==> src/rtl/tiger_mem_pkg.sv <==
// Shared definitions for the Tiger posted-write buffer.
//   - wbuf_state_e : drain/passthrough FSM encodings
//   - wbuf_entry_t : one buffered store {address, data, mem8, mem16}
//   - field widths and offsets of the 66-bit entry, plus a packing helper
package tiger_mem_pkg;

    typedef enum logic [1:0] {
        S_IDLE  = 2'd0,
        S_WRITE = 2'd1,
        S_READ  = 2'd2
    } wbuf_state_e;

    localparam int ADDR_W    = 32;
    localparam int DATA_W    = 32;
    localparam int ENTRY_W   = 66;

    // Bit offsets inside a packed entry (mem16 is the LSB).
    localparam int MEM16_OFS = 0;
    localparam int MEM8_OFS  = 1;
    localparam int DATA_OFS  = 2;
    localparam int ADDR_OFS  = DATA_OFS + DATA_W;

    // Field order matches the offsets above.
    typedef struct packed {
        logic [ADDR_W-1:0] addr;
        logic [DATA_W-1:0] data;
        logic              mem8;
        logic              mem16;
    } wbuf_entry_t;

    function automatic logic [ENTRY_W-1:0] pack_entry(
        input logic [ADDR_W-1:0] addr,
        input logic [DATA_W-1:0] data,
        input logic              mem8,
        input logic              mem16
    );
        logic [ENTRY_W-1:0] e;
        e = '0;
        e[ADDR_OFS +: ADDR_W] = addr;
        e[DATA_OFS +: DATA_W] = data;
        e[MEM8_OFS]           = mem8;
        e[MEM16_OFS]          = mem16;
        return e;
    endfunction

endpackage

==> src/rtl/tiger_avalon_wbuf_if.sv <==
// Bus bundle around the posted-write buffer.
//   up_*      : processor memory-stage request and stall
//   dn_*      : request towards tiger_avalon and its stall
//   wbuf_*    : buffer status (empty flag, occupancy)
// modport master : processor / downstream side (drives up_* requests, dn_stall)
// modport slave  : the write buffer itself
interface tiger_avalon_wbuf_if #(
    parameter int CNT_W = 3
);
    logic [31:0]      up_memaddress;
    logic             up_memread;
    logic             up_memwrite;
    logic [31:0]      up_memwritedata;
    logic             up_mem8;
    logic             up_mem16;
    logic             up_stall;

    logic [31:0]      dn_memaddress;
    logic             dn_memread;
    logic             dn_memwrite;
    logic [31:0]      dn_memwritedata;
    logic             dn_mem8;
    logic             dn_mem16;
    logic             dn_stall;

    logic             wbuf_empty;
    logic [CNT_W-1:0] wbuf_count;

    modport master (
        output up_memaddress, up_memread, up_memwrite, up_memwritedata,
               up_mem8, up_mem16, dn_stall,
        input  up_stall, dn_memaddress, dn_memread, dn_memwrite,
               dn_memwritedata, dn_mem8, dn_mem16, wbuf_empty, wbuf_count
    );

    modport slave (
        input  up_memaddress, up_memread, up_memwrite, up_memwritedata,
               up_mem8, up_mem16, dn_stall,
        output up_stall, dn_memaddress, dn_memread, dn_memwrite,
               dn_memwritedata, dn_mem8, dn_mem16, wbuf_empty, wbuf_count
    );
endinterface

==> src/rtl/tiger_wbuf_fifo.sv <==
// Synchronous FIFO holding buffered stores.
//   clk, reset : clock, asynchronous active-high reset (clears pointers/count)
//   push_i     : write wdata_i at the tail (ignored when full)
//   pop_i      : drop the head (ignored when empty)
//   head_o     : current head entry, valid while not empty
//   count_o    : occupancy, full_o / empty_o derived from it
module tiger_wbuf_fifo
    import tiger_mem_pkg::*;
#(
    parameter int DEPTH = 4,
    parameter int CNT_W = 3
) (
    input  logic               clk,
    input  logic               reset,
    input  logic               push_i,
    input  logic               pop_i,
    input  logic [ENTRY_W-1:0] wdata_i,
    output logic [ENTRY_W-1:0] head_o,
    output logic [CNT_W-1:0]   count_o,
    output logic               full_o,
    output logic               empty_o
);
    localparam int PTR_W = $clog2(DEPTH);

    logic [ENTRY_W-1:0] mem_q [DEPTH];
    logic [PTR_W-1:0]   wr_ptr_q, wr_ptr_d;
    logic [PTR_W-1:0]   rd_ptr_q, rd_ptr_d;
    logic [CNT_W-1:0]   count_q, count_d;
    logic               do_push, do_pop;

    assign full_o  = (count_q == CNT_W'(DEPTH));
    assign empty_o = (count_q == '0);
    assign do_push = push_i && !full_o;
    assign do_pop  = pop_i && !empty_o;

    // DEPTH is a power of two, so the pointers wrap naturally.
    always_comb begin
        wr_ptr_d = wr_ptr_q + PTR_W'(do_push);
        rd_ptr_d = rd_ptr_q + PTR_W'(do_pop);
        count_d  = count_q + CNT_W'(do_push) - CNT_W'(do_pop);
    end

    always_ff @(posedge clk or posedge reset) begin
        if (reset) begin
            wr_ptr_q <= '0;
            rd_ptr_q <= '0;
            count_q  <= '0;
        end else begin
            wr_ptr_q <= wr_ptr_d;
            rd_ptr_q <= rd_ptr_d;
            count_q  <= count_d;
        end
    end

    // Storage is not reset; entries are only visible through the count.
    always_ff @(posedge clk) begin
        if (do_push) begin
            mem_q[wr_ptr_q] <= wdata_i;
        end
    end

    assign head_o  = mem_q[rd_ptr_q];
    assign count_o = count_q;

endmodule

==> src/rtl/tiger_avalon_wbuf.sv <==
// Posted-write buffer between the Tiger memory stage and tiger_avalon.
// Stores are queued without stalling and drained in order; loads pass
// straight through once no buffered write is left outstanding.
//   clk, reset : clock, asynchronous active-high reset
//   bus        : tiger_avalon_wbuf_if slave (up_*, dn_*, wbuf_empty/count)
module tiger_avalon_wbuf
    import tiger_mem_pkg::*;
#(
    parameter int DEPTH = 4,
    parameter int CNT_W = 3
) (
    input  logic                clk,
    input  logic                reset,
    tiger_avalon_wbuf_if.slave  bus
);
    wbuf_state_e        state_q, state_d;
    logic [ENTRY_W-1:0] wdata, head_raw;
    wbuf_entry_t        head;
    logic [CNT_W-1:0]   count;
    logic               full, empty;
    logic               push, pop;
    logic               up_load;

    // A simultaneous read+write is treated as a write only.
    assign up_load = bus.up_memread && !bus.up_memwrite;
    assign push    = bus.up_memwrite && !full;
    assign pop     = (state_q == S_WRITE) && !bus.dn_stall;
    assign wdata   = pack_entry(bus.up_memaddress, bus.up_memwritedata,
                                bus.up_mem8, bus.up_mem16);
    assign head    = head_raw;

    tiger_wbuf_fifo #(
        .DEPTH (DEPTH),
        .CNT_W (CNT_W)
    ) u_fifo (
        .clk     (clk),
        .reset   (reset),
        .push_i  (push),
        .pop_i   (pop),
        .wdata_i (wdata),
        .head_o  (head_raw),
        .count_o (count),
        .full_o  (full),
        .empty_o (empty)
    );

    // State register
    always_ff @(posedge clk or posedge reset) begin
        if (reset) begin
            state_q <= S_IDLE;
        end else begin
            state_q <= state_d;
        end
    end

    // Next state
    always_comb begin
        state_d = state_q;
        case (state_q)
            S_IDLE: begin
                // Entering S_WRITE on the push itself presents the new entry
                // the cycle after enqueue rather than two cycles later.
                if (!empty || push) begin
                    state_d = S_WRITE;
                end else if (up_load && !bus.dn_stall) begin
                    state_d = S_READ;
                end
            end
            S_WRITE: begin
                // Leave only when the last entry pops with nothing arriving.
                if (pop && count == CNT_W'(1) && !push) begin
                    state_d = S_IDLE;
                end
            end
            S_READ: begin
                if (!bus.dn_stall) begin
                    state_d = S_IDLE;
                end
            end
            default: state_d = S_IDLE;
        endcase
    end

    // Outputs
    always_comb begin
        logic passthru;
        bus.dn_memaddress   = '0;
        bus.dn_memwritedata = '0;
        bus.dn_mem8         = 1'b0;
        bus.dn_mem16        = 1'b0;
        bus.dn_memread      = 1'b0;
        bus.dn_memwrite     = 1'b0;
        bus.up_stall        = 1'b0;
        passthru = ((state_q == S_IDLE) && empty) || (state_q == S_READ);

        if (!reset) begin
            if (state_q == S_WRITE) begin
                bus.dn_memwrite     = 1'b1;
                bus.dn_memaddress   = head.addr;
                bus.dn_memwritedata = head.data;
                bus.dn_mem8         = head.mem8;
                bus.dn_mem16        = head.mem16;
            end else if (passthru && (up_load || state_q == S_READ)) begin
                bus.dn_memread      = up_load;
                bus.dn_memaddress   = bus.up_memaddress;
                bus.dn_memwritedata = bus.up_memwritedata;
                bus.dn_mem8         = bus.up_mem8;
                bus.dn_mem16        = bus.up_mem16;
            end

            // Full is judged on the registered count only.
            if (bus.up_memwrite) begin
                bus.up_stall = full;
            end else if (bus.up_memread) begin
                bus.up_stall = passthru ? bus.dn_stall : 1'b1;
            end else begin
                bus.up_stall = (state_q == S_READ) ? bus.dn_stall : 1'b0;
            end
        end
    end

    assign bus.wbuf_count = count;
    assign bus.wbuf_empty = empty && (state_q == S_IDLE);

endmodule

==> src/flat_wrapper.sv <==
// flat-port wrapper written by rule: the top's interface ports become plain ports
module tiger_avalon_wbuf_flat import tiger_mem_pkg::*;
#(
    parameter int DEPTH = 4,
    parameter int CNT_W = 3
)
  (clk, reset, bus_up_memaddress, bus_up_memread, bus_up_memwrite, bus_up_memwritedata, bus_up_mem8, bus_up_mem16, bus_dn_stall, bus_up_stall, bus_dn_memaddress, bus_dn_memread, bus_dn_memwrite, bus_dn_memwritedata, bus_dn_mem8, bus_dn_mem16, bus_wbuf_empty, bus_wbuf_count);
  tiger_avalon_wbuf_if #(.CNT_W(CNT_W)) bus_i ();
  input  logic clk;
  input  logic reset;
  input wire logic [$bits(bus_i.up_memaddress)-1:0] bus_up_memaddress;
  input wire logic [$bits(bus_i.up_memread)-1:0] bus_up_memread;
  input wire logic [$bits(bus_i.up_memwrite)-1:0] bus_up_memwrite;
  input wire logic [$bits(bus_i.up_memwritedata)-1:0] bus_up_memwritedata;
  input wire logic [$bits(bus_i.up_mem8)-1:0] bus_up_mem8;
  input wire logic [$bits(bus_i.up_mem16)-1:0] bus_up_mem16;
  input wire logic [$bits(bus_i.dn_stall)-1:0] bus_dn_stall;
  output wire logic [$bits(bus_i.up_stall)-1:0] bus_up_stall;
  output wire logic [$bits(bus_i.dn_memaddress)-1:0] bus_dn_memaddress;
  output wire logic [$bits(bus_i.dn_memread)-1:0] bus_dn_memread;
  output wire logic [$bits(bus_i.dn_memwrite)-1:0] bus_dn_memwrite;
  output wire logic [$bits(bus_i.dn_memwritedata)-1:0] bus_dn_memwritedata;
  output wire logic [$bits(bus_i.dn_mem8)-1:0] bus_dn_mem8;
  output wire logic [$bits(bus_i.dn_mem16)-1:0] bus_dn_mem16;
  output wire logic [$bits(bus_i.wbuf_empty)-1:0] bus_wbuf_empty;
  output wire logic [$bits(bus_i.wbuf_count)-1:0] bus_wbuf_count;
  assign bus_i.up_memaddress = bus_up_memaddress;
  assign bus_i.up_memread = bus_up_memread;
  assign bus_i.up_memwrite = bus_up_memwrite;
  assign bus_i.up_memwritedata = bus_up_memwritedata;
  assign bus_i.up_mem8 = bus_up_mem8;
  assign bus_i.up_mem16 = bus_up_mem16;
  assign bus_i.dn_stall = bus_dn_stall;
  assign bus_up_stall = bus_i.up_stall;
  assign bus_dn_memaddress = bus_i.dn_memaddress;
  assign bus_dn_memread = bus_i.dn_memread;
  assign bus_dn_memwrite = bus_i.dn_memwrite;
  assign bus_dn_memwritedata = bus_i.dn_memwritedata;
  assign bus_dn_mem8 = bus_i.dn_mem8;
  assign bus_dn_mem16 = bus_i.dn_mem16;
  assign bus_wbuf_empty = bus_i.wbuf_empty;
  assign bus_wbuf_count = bus_i.wbuf_count;
  tiger_avalon_wbuf #(.DEPTH(DEPTH), .CNT_W(CNT_W)) u_core (.clk(clk), .reset(reset), .bus(bus_i));
endmodule
==> config.mk <==
export PLATFORM = sky130hd
export DESIGN_NAME = tiger_avalon_wbuf_flat
export DESIGN_NICKNAME = d
export VERILOG_FILES = /design/src/rtl/tiger_mem_pkg.sv /design/src/rtl/tiger_avalon_wbuf_if.sv /design/src/rtl/tiger_wbuf_fifo.sv /design/src/rtl/tiger_avalon_wbuf.sv /design/src/flat_wrapper.sv
export SDC_FILE = /design/constraint.sdc
export NUM_CORES = 1
export LEC_CHECK = 0
export ABC_AREA = 1
export BUFFER_PORTS_ARGS = -buffer_cell sky130_fd_sc_hd__buf_4
export CAP_MARGIN = 20
export CORE_MARGIN = 8
export CORE_UTILIZATION = 58
export CTS_CLUSTER_DIAMETER = 30
export DETAILED_ROUTE_END_ITERATION = 6
export PLACE_DENSITY = 0.9
export SLEW_MARGIN = 20
export SYNTH_ARGS = -nofsm -noshare
export SYNTH_HDL_FRONTEND = slang
export SYNTH_SLANG_ARGS = --single-unit
==> constraint.sdc <==
create_clock -name clk -period 7 [get_ports clk]
set_input_delay 1.4 -clock clk [delete_from_list [all_inputs] [get_ports clk]]
set_output_delay 1.4 -clock clk [all_outputs]
set_load 0.005 [all_outputs]
==> impl_metrics.toml, run 1 <==
[placement]
dpl-instance-area_um2 = 12600
hpwl_mm = 15.8
place.port_buffers = 143
place_ws_ns = 2.38
dp_cells = 1354
gp_congestion = 0.763

[grt]
maximum_number_of_pins_on_one_net_before_global_route_repair = 78
globalRouteOverflowTotal = 0
antenna_found_initial = 0
grt_util_overall_pct = 22.7
first_pass_grt_wire_length_mm = 43.3
grt_pass1_vias = 8322

[synthesis]
synth-main-ff-cell = "edfxtp_1"
yosys.area_share.xor_xnor_pct = 0.307
synthCells = 995
synth_cell_type_count = 26
synth_common_cells = "345 x nand2_1, 264 x edfxtp_1, 200 x nand3_1, 41 x o21ai_1, 31 x buf_2"
asyncSetResetFlopFracSynth_pct = 3.30
combinational_family_with_the_most_area_after_synthesis = "simple AND/OR/NAND/NOR gates"
synth-seq-cells = 273
synth.yosys.seq_area_share_pct = 71.5
biggest_area_contributors_in_the_synthesized_netlist = "edfxtp_1 70%, nand2_1 11%, nand3_1 8.8%, dfrtp_1 2.0%, o21ai_1 1.8%"
synth_compound_area_share_pct = 3.12
yosys.area.top_type = "edfxtp_1"
synth_mux_area_share_pct = 0
syn_area_um2 = 11400
synthAdderAreaFrac_pct = 0.395
yosys_warns = 0
synth_enable_flop_cells = 264
synth.net_count = 1069
yosys.cell_count.top_type = "nand2_1"
synth_simple_gate_area_share_pct = 21.1
synth_area_per_cell_um2 = 11.5
post-synth-top-area-fraction_pct = 69.5

[timing]
fin_worst_hold_slack_ns = 0.565
setup_repair_after_global_routing_missed_its_margin = "false"
layout_skew_ns = 0.0120
max-slew-margin-rel_pct = 38.6
worstMarginPinSlew_ns = 0.918
layout_setup_ws_ns = 2.26
slew_violations = 0
final.period_utilization_pct = 67.7
setup_violations = 0
hold_violations = 0
timing.fmax_ghz = 0.211
tns_ns = 0
period_minus_slack_ns = 4.74

[clock_tree]
cts_max_path_bufs = 3
cts-htree-levels = 2
cts_hold_repair.buffers = 0
insertion_delay_ns = 0.52
cts_tree = "yes"
clock-sinks = 273
clk_pin_slew_ns = 0.05
cts_resized = 0
post-cts-setup-buffer-count = 0
clockRootBuffer = "clkbuf_16"
cts_made_buffers = 45

[route]
route.detailed.drc = 0
totalWireLength_mm = 28.0
detail_route.iter0.violations = 793
number_of_detailed_route_iterations_in_the_first_pass = 5
vias_per_cell = 5.73
via_count = 8240
ant_nets = 0
drt-wirelength-per-cell_um = 19.5

[layout]
sequential_cell_area_in_the_final_layout_um2 = 8160
layout-drive-gt1-share_pct = 21.1
antennaDiodeCount = 0
layout.cells.non_filler = 1438
area_growth_syn_to_layout_pct = 24.4
design_area_um2 = 14200
multi_input_area_um2 = 2870
finish.net_count = 1210
num-fill-cells = 1250

[setup_path]
critical_path_arrival_ns = 3.34
criticalPathCategory = "reg -> out"
cp_max_fo = 70
cp-end-kind = "output pin"
worstSetupStartpointType = "register"
worst-endpoint-required_ns = 5.60

[floorplan]
io_pins = 144
die-height_um = 156
coreArea_um2 = 19400
die_ar_um2 = 24400
initial_utilization_pct = 58.8
placementRows = 51
die_width_um = 156

[power]
leakage_nw = 5.36
powerDensity_nw_per_um2 = 445
ir_worst_vdd_mv = 0.255

[min_path]
hold_path.class = "reg -> reg"

[outcome]
status = "completed"

[run]
maxCapViolations = 0
==> per-layer routing <==
metal,wire [um],GRT usage [%]
met1,10600,27.2
met2,14100,38.7
met3,2600,6.09
met4,704,9.02
met5,0,0
==> worst max-delay path, stage by stage, from the launching register on <==
cell and delay, ns:
dfrtp_4 0.72, inv_4 0.61, buf_4 0.70, nand2_1 0.14, nand3_1 0.15, nand3_1 0.12, o21ai_1 0.14, buf_4 0.12
==> through the flow <==
| stage | power, mW | utilization (%) |
|---|---|---|
| floorplan | 3.44 | - |
| global placement | 4.04 | 65.0 |
| detailed placement | 4.12 | 65.1 |
| CTS | 6.34 | 73.1 |
| global route | 6.63 | 73.1 |
| finish | 6.32 | 73.1 |
==> cell families after synthesis <==
kind of cell,Yosys count
and+or+nand+nor,564
DFF,273
buffers and inverters,80
AOI/OAI and AO/OA,71
xor gates and xnor gates,4
adders and majority gates,3
==> report_power, final <==
group	internal, mW	total [mW]	leakage (nW)	switching (mW)
combinational	0.626	1.77	2.09	1.14
sequential	2.17	2.35	2.52	0.179
clock	1.47	2.20	0.750	0.732
==> layout by cell type, fill, tap and decap left out, drive strengths merged <==
cell type and instances:
o21ai 70, bufinv 5, clkbuf 61, edfxtp 264
fa 1, dfrtp 9, inv 20, nand4 1
a21oi 1, clkinvlp 4, xnor2 1, clkinv 9
nor3 5, xor2 3, buf 159, nand2 347
ha 2, nand3 201, nor2 10
==> path summary, 6_finish.rpt <==
path,depth (start not counted),endpoint,slack [ns],from
setup / recovery,7,bus_dn_memaddress[29],2.26,u_core.u_fifo.rd_ptr_q[0]
max in group asynchronous,2,u_core.u_fifo.rd_ptr_q[0],5.78,reset
setup reg to reg,9,u_core.u_fifo.count_o[2],4.60,u_core.u_fifo.count_o[1]
hold reg to reg,1,u_core.u_fifo.wr_ptr_q[1],0.56,u_core.u_fifo.wr_ptr_q[1]
min in group asynchronous,2,u_core.state_q[0],0.91,reset
hold / removal,1,u_core.u_fifo.wr_ptr_q[1],0.56,u_core.u_fifo.wr_ptr_q[1]
==> registers in the layout, summed over array words and instances (netlist names) <==
register and count:
u_core.u_fifo.mem_q 264, u_core.u_fifo.count_o 3, u_core.u_fifo.rd_ptr_q 2, u_core.state_q 2
u_core.u_fifo.wr_ptr_q 2
==> area by class of cell <==
| type | count | area share, % |
|---|---|---|
| Sequential cell | 273 | 57.5 |
| Inverter | 15 | 0.415 |
| Tap cell | 265 | 2.34 |
| Clock buffer | 61 | 9.02 |
| Clock inverter | 23 | 1.91 |
| Timing Repair Buffer | 159 | 8.56 |
| Multi-Input combinational cell | 642 | 20.2 |
(Power assumes the default switching activity.)
==> inputs of run 2 (changes only) <==
==> constraint.sdc (replaced) <==
create_clock -name clk -period 4.65 [get_ports clk]
set_input_delay 0.93 -clock clk [delete_from_list [all_inputs] [get_ports clk]]
set_output_delay 0.93 -clock clk [all_outputs]
set_load 0.005 [all_outputs]
==> run 2 against run 1 <==
Routed wire length shrank 3.0%. Final cell count shrank 0.49%. Clock skew grew 0.0093 ns. Non-clock buffer count grew 2. Setup slack lost 1.5 ns. First-iteration DRC count shrank 1.0%. Worst hold slack lost 0.13 ns. Total power grew 46%. Global-route usage shrank 0.60 points. Clock power grew 40%. Critical path type unchanged. Critical endpoint is now bus_dn_memaddress[4].
==> impl_metrics.toml, run 2 (synthesis results as in run 1) <==
[outcome]
status = "completed"

[floorplan]
initial_utilization_pct = 58.8
die-height_um = 156
die_ar_um2 = 24400
placementRows = 51
coreArea_um2 = 19400
die_width_um = 156
io_pins = 144

[power]
leakage_nw = 5.30
pwr-share-clk_pct = 33.2
power.internal_mw = 6.19
net-switching-power_mw = 3.07
totalPowerFinal_mw = 9.25
powerDensity_nw_per_um2 = 659
seq_power_share_pct = 37.5
switching_share_pct = 33.1
combPwrFrac_pct = 29.3
ir_worst_vdd_mv = 0.512

[clock_tree]
cts_hold_repair.buffers = 0
cts-htree-levels = 2
post-cts-setup-buffer-count = 0
cts_tree = "yes"
clk_pin_slew_ns = 0.06
cts_resized = 0
clockRootBuffer = "clkbuf_16"
cts_made_buffers = 40
clock-sinks = 273
insertion_delay_ns = 0.53
cts_max_path_bufs = 3

[layout]
layout-drive-gt1-share_pct = 21.0
num-fill-cells = 1215
regMostFlops = "u_core.u_fifo.mem_q"
layout.cells.most_common = "nand2_1"
design_area_um2 = 14000
fin_util_pct = 72.4
flip_flop_count_of_the_largest_register_after_layout = 264
mostFrequentLayoutCells = "345 x nand2_1, 264 x edfxtp_1, 200 x nand3_1"
area_growth_syn_to_layout_pct = 23.1
finish.net_count = 1207

[timing]
layout_skew_ns = 0.0212
setup_repair_after_global_routing_missed_its_margin = "false"
slew_violations = 0
fin_worst_hold_slack_ns = 0.430
hold_violations = 0
timing.fmax_ghz = 0.258
layout_setup_ws_ns = 0.770
worstMarginPinSlew_ns = 0.952
max-slew-margin-rel_pct = 36.6
final.period_utilization_pct = 83.4
period_minus_slack_ns = 3.88
setup_violations = 0

[route]
vias_per_cell = 5.77
number_of_detailed_route_iterations_in_the_first_pass = 5
detail_route.iter0.violations = 785
totalWireLength_mm = 27.2
ant_nets = 0
via_count = 8255
drt-wirelength-per-cell_um = 19.0
route.detailed.drc = 0

[setup_path]
cp-end-kind = "output pin"
ff2ff_path_depth = 9
criticalPathCategory = "reg -> out"
worst-endpoint-required_ns = 3.72
r2r_setup_slack_ns = 2.23
worstSetupStartpointType = "register"
setup.worst_path.end = "bus_dn_memaddress[4]"
critical_path_arrival_ns = 2.95
crit_start = "u_core.u_fifo.rd_ptr_q[0]"
critical_path.reg2reg.endpoint = "u_core.u_fifo.count_o[2]"
worstReg2RegStart = "u_core.u_fifo.count_o[1]"
cp_max_fo = 85

[placement]
place_ws_ns = 1.25
hpwl_mm = 14.7
place.port_buffers = 143
gp_congestion = 0.751
dpl-instance-area_um2 = 12600

[grt]
grt_pass1_vias = 8388
antenna_found_initial = 2
globalRouteOverflowTotal = 0
first_pass_grt_wire_length_mm = 42.2
maximum_number_of_pins_on_one_net_before_global_route_repair = 86
grt_util_overall_pct = 22.1

[run]
maxCapViolations = 0

[min_path]
hold_path.class = "in -> async"
[run 2: cell count changes in the layout (fill, tap and decap cells not counted)]
cell,delta
inv_6,+1
clkinv_4,+4
clkbuf_16,-6
clkbuf_1,-5
buf_4,+2
diode_2,+1
clkbuf_8,-5
buf_12,+1
clkinvlp_4,-2
buf_16,-1
bufinv_16,+1
inv_8,+2
[run 2: power groups by stage]
stage	Sequential (mW)	Clock, mW	Combinational, mW
after floorplan	3.47	0	1.71
after global routing	3.50	3.21	2.99
after CTS	3.46	3.10	2.73
after global placement	3.48	0	2.59
final	3.47	3.07	2.71
after detailed placement	3.50	0	2.67
[run 2: worst min-delay path by stage]
stage	startpoint	end	slack (ns)	cells past startpoint
after floorplan	u_core.u_fifo.wr_ptr_q[1]	u_core.u_fifo.wr_ptr_q[1]	0.48	1
after global placement	u_core.u_fifo.wr_ptr_q[1]	u_core.u_fifo.wr_ptr_q[1]	0.54	1
after detailed placement	u_core.u_fifo.wr_ptr_q[1]	u_core.u_fifo.wr_ptr_q[1]	0.56	1
after CTS	reset	u_core.u_fifo.count_o[0]	0.43	2
after global routing	reset	u_core.u_fifo.count_o[0]	0.45	2
final	reset	u_core.u_fifo.count_o[0]	0.43	2
[run 2: layer usage]
| metal | wire [um] | up-vias | global-route usage (%) |
|---|---|---|---|
| li1 | - | 3776 | - |
| met1 | 10100 | 3927 | 26.0 |
| met2 | 13800 | 470 | 36.9 |
| met3 | 2490 | 80 | 5.60 |
| met4 | 772 | 2 | 12.0 |
| met5 | 13 | - | 0 |
[run 2: critical path, stage by stage, from the launching register on]
cell and delay, ns:
dfrtp_4 0.78, buf_4 0.82, nand2_1 0.11, nand3_1 0.16, nand3_1 0.14, o21ai_0 0.15
buf_4 0.15
[run 2: cell type report]
cell class | count | area, um^2 | share of cell area, %
Clock buffer | 45 | 1040 | 7.42
Inverter | 15 | 58.8 | 0.419
Antenna cell | 1 | 2.50 | 0.0178
Sequential cell | 273 | 8160 | 58.1
Tap cell | 265 | 332 | 2.36
Clock inverter | 29 | 353 | 2.51
Timing Repair Buffer | 161 | 1220 | 8.70
Multi-Input combinational cell | 642 | 2870 | 20.4
[run 2: through the flow]
stage	setup TNS, ns	instances
global route	0	1431
detailed placement	0	1356
floorplan	-394.78	995
global placement	0	1356
CTS	0	1430
finish	0	1431
==> inputs of run 3 (changes only) <==
==> constraint.sdc (replaced) <==
create_clock -name clk -period 3.95 [get_ports clk]
set_input_delay 0.79 -clock clk [delete_from_list [all_inputs] [get_ports clk]]
set_output_delay 0.79 -clock clk [all_outputs]
set_load 0.005 [all_outputs]
==> run 3 against run 2 <==
Final cell count fell by 0.28%. Global-route usage rose by 0.60 points. Register-to-register slack got worse by 0.90 ns. Routed wire length rose by 2.7%. First-iteration DRC count rose by 0.89%. Setup slack got worse by 0.46 ns. Critical path depth did not move. Non-clock buffer count rose by 1. Total power rose by 16%. Die area did not move. Worst hold slack got worse by 0.12 ns. Clock skew fell by 0.011 ns. Critical path type unchanged. Critical endpoint is now bus_dn_memwritedata[10].
==> impl_metrics.toml, run 3 (synthesis results as in run 1) <==
[timing]
layout_setup_ws_ns = 0.315
hold_violations = 0
fin_worst_hold_slack_ns = 0.310
period_minus_slack_ns = 3.64
final.period_utilization_pct = 92.0
timing.fmax_ghz = 0.275
worstMarginPinSlew_ns = 1.01
setup_violations = 0
max-slew-margin-rel_pct = 32.0
setup_repair_after_global_routing_missed_its_margin = "false"
slew_violations = 0
layout_skew_ns = 0.0106

[run]
maxCapViolations = 0

[floorplan]
die_ar_um2 = 24400
initial_utilization_pct = 58.8
io_pins = 144
die_width_um = 156
placementRows = 51
coreArea_um2 = 19400
die-height_um = 156

[clock_tree]
clock-sinks = 273
cts_made_buffers = 39
post-cts-setup-buffer-count = 0
cts_hold_repair.buffers = 0
clockRootBuffer = "clkbuf_16"
clk_pin_slew_ns = 0.06
cts_resized = 0
cts_max_path_bufs = 3
insertion_delay_ns = 0.51
cts-htree-levels = 2
cts_tree = "yes"

[layout]
layout.cells.non_filler = 1427
regMostFlops = "u_core.u_fifo.mem_q"
finish.net_count = 1207
layout.cells.most_common = "nand2_1"
antennaDiodeCount = 0
mostFrequentLayoutCells = "345 x nand2_1, 264 x edfxtp_1, 200 x nand3_1"
flip_flop_count_of_the_largest_register_after_layout = 264
num-fill-cells = 1221
area_growth_syn_to_layout_pct = 23.2
layout-drive-gt1-share_pct = 21.0

[route]
via_count = 8209
totalWireLength_mm = 27.9
vias_per_cell = 5.75
route.detailed.drc = 0
detail_route.iter0.violations = 792
number_of_detailed_route_iterations_in_the_first_pass = 6
ant_nets = 0
drt-wirelength-per-cell_um = 19.6

[setup_path]
path_delay_family = "buffers and inverters"
worst-endpoint-required_ns = 3.16
worstSetupStartpointType = "register"
criticalPathCategory = "reg -> out"
crit_buf_inv = 2
critical_path_arrival_ns = 2.85
cp-end-kind = "output pin"
crit_chain = "buf_4 > nand2_1 > nand3_1 > nand3_1 > o21ai_1 > buf_4"
cp_slowest_cell = "buf_4"
worst_path_largest_cell_delay_ns = 0.86
cp_max_fo = 93

[min_path]
hold_path.class = "in -> async"

[placement]
place.port_buffers = 143
gp_congestion = 0.760
dp_cells = 1357
hpwl_mm = 16.0
place_ws_ns = 0.851

[grt]
antenna_found_initial = 1
grt_pass1_vias = 8525
grt_util_overall_pct = 22.7
globalRouteOverflowTotal = 0
first_pass_grt_wire_length_mm = 43.1
maximum_number_of_pins_on_one_net_before_global_route_repair = 94

[power]
combPwrFrac_pct = 30.6
leakage_nw = 5.26
powerDensity_nw_per_um2 = 766
power.internal_mw = 7.12
net-switching-power_mw = 3.64
seq_power_share_pct = 38.0
switching_share_pct = 33.8
ir_worst_vdd_mv = 0.465
pwr-share-clk_pct = 31.5

[outcome]
status = "completed"
run 3: cell types whose count changed in the layout (fill, tap and decap cells not counted), sizes merged:
cell      previous run  this run
clkinv              13        10
diode                1         0
buf                161       162
bufinv               6         4
clkinvlp             2         8
inv                 23        21
clkbuf              45        42
run 3: worst paths after layout:
check	from	end	slack, ns	cells after the start
min in group clk	bus_up_memwritedata[19]	u_core.u_fifo.mem_q[2][21]	0.49	1
max in group asynchronous	reset	u_core.u_fifo.rd_ptr_q[0]	3.32	2
hold / removal	reset	u_core.state_q[0]	0.31	2
setup / recovery	u_core.u_fifo.rd_ptr_q[0]	bus_dn_memwritedata[10]	0.31	6
hold reg to reg	u_core.state_q[0]	u_core.state_q[0]	0.59	3
setup reg to reg	u_core.u_fifo.count_o[1]	u_core.u_fifo.count_o[2]	1.33	9
run 3: per-stage QoR:
step | area, um^2 | setup TNS (ns) | total power [mW] | utilization (%)
6_report | 14000 | 0 | 10.8 | 72.4
5_1_grt | 14000 | 0 | 11.3 | 72.4
4_1_cts | 14000 | 0 | 10.8 | 72.4
3_5_place_dp | 12700 | 0 | 7.39 | 65.7
3_3_place_gp | 12700 | 0 | 7.24 | 65.7
2_1_floorplan | 11400 | -19.26 | 6.07 | -
run 3: layout make-up:
cell class / count / area (um^2) / area share, %
clock inverter: 28 / 304 / 2.17
tap: 265 / 332 / 2.36
clock buffer: 42 / 987 / 7.03
timing repair buffer: 162 / 1300 / 9.29
inverter: 15 / 58.8 / 0.419
multi-input combinational: 642 / 2900 / 20.6
sequential: 273 / 8160 / 58.1
run 3: power by group through the flow:
stage	clock [mW]	sequential [mW]	combinational (mW)
finish	3.39	4.08	3.29
CTS	3.42	4.08	3.31
detailed placement	0	4.12	3.27
floorplan	0	4.05	2.02
global route	3.54	4.13	3.62
global placement	0	4.09	3.15
run 3: layer usage:
layer	GRT usage, %	vias up	share of wire, %
li1	-	3776	-
met1	26.5	3893	36
met2	39.1	460	51
met3	5.24	78	9.3
met4	11.1	2	3.1
met5	0	-	0.047
run 3: worst register-to-register path, delay by kind of cell (launching register included):
| kind | cells | cell delay (ns) |
|---|---|---|
| AND/OR/NAND/NOR | 3 | 0.23 |
| buffers and inverters | 2 | 0.28 |
| XOR/XNOR | 1 | 0.17 |
| AO/OA/AOI/OAI | 1 | 0.78 |
| flip-flops | 1 | 0.44 |
| adder cells (fa/ha/maj) | 2 | 0.60 |
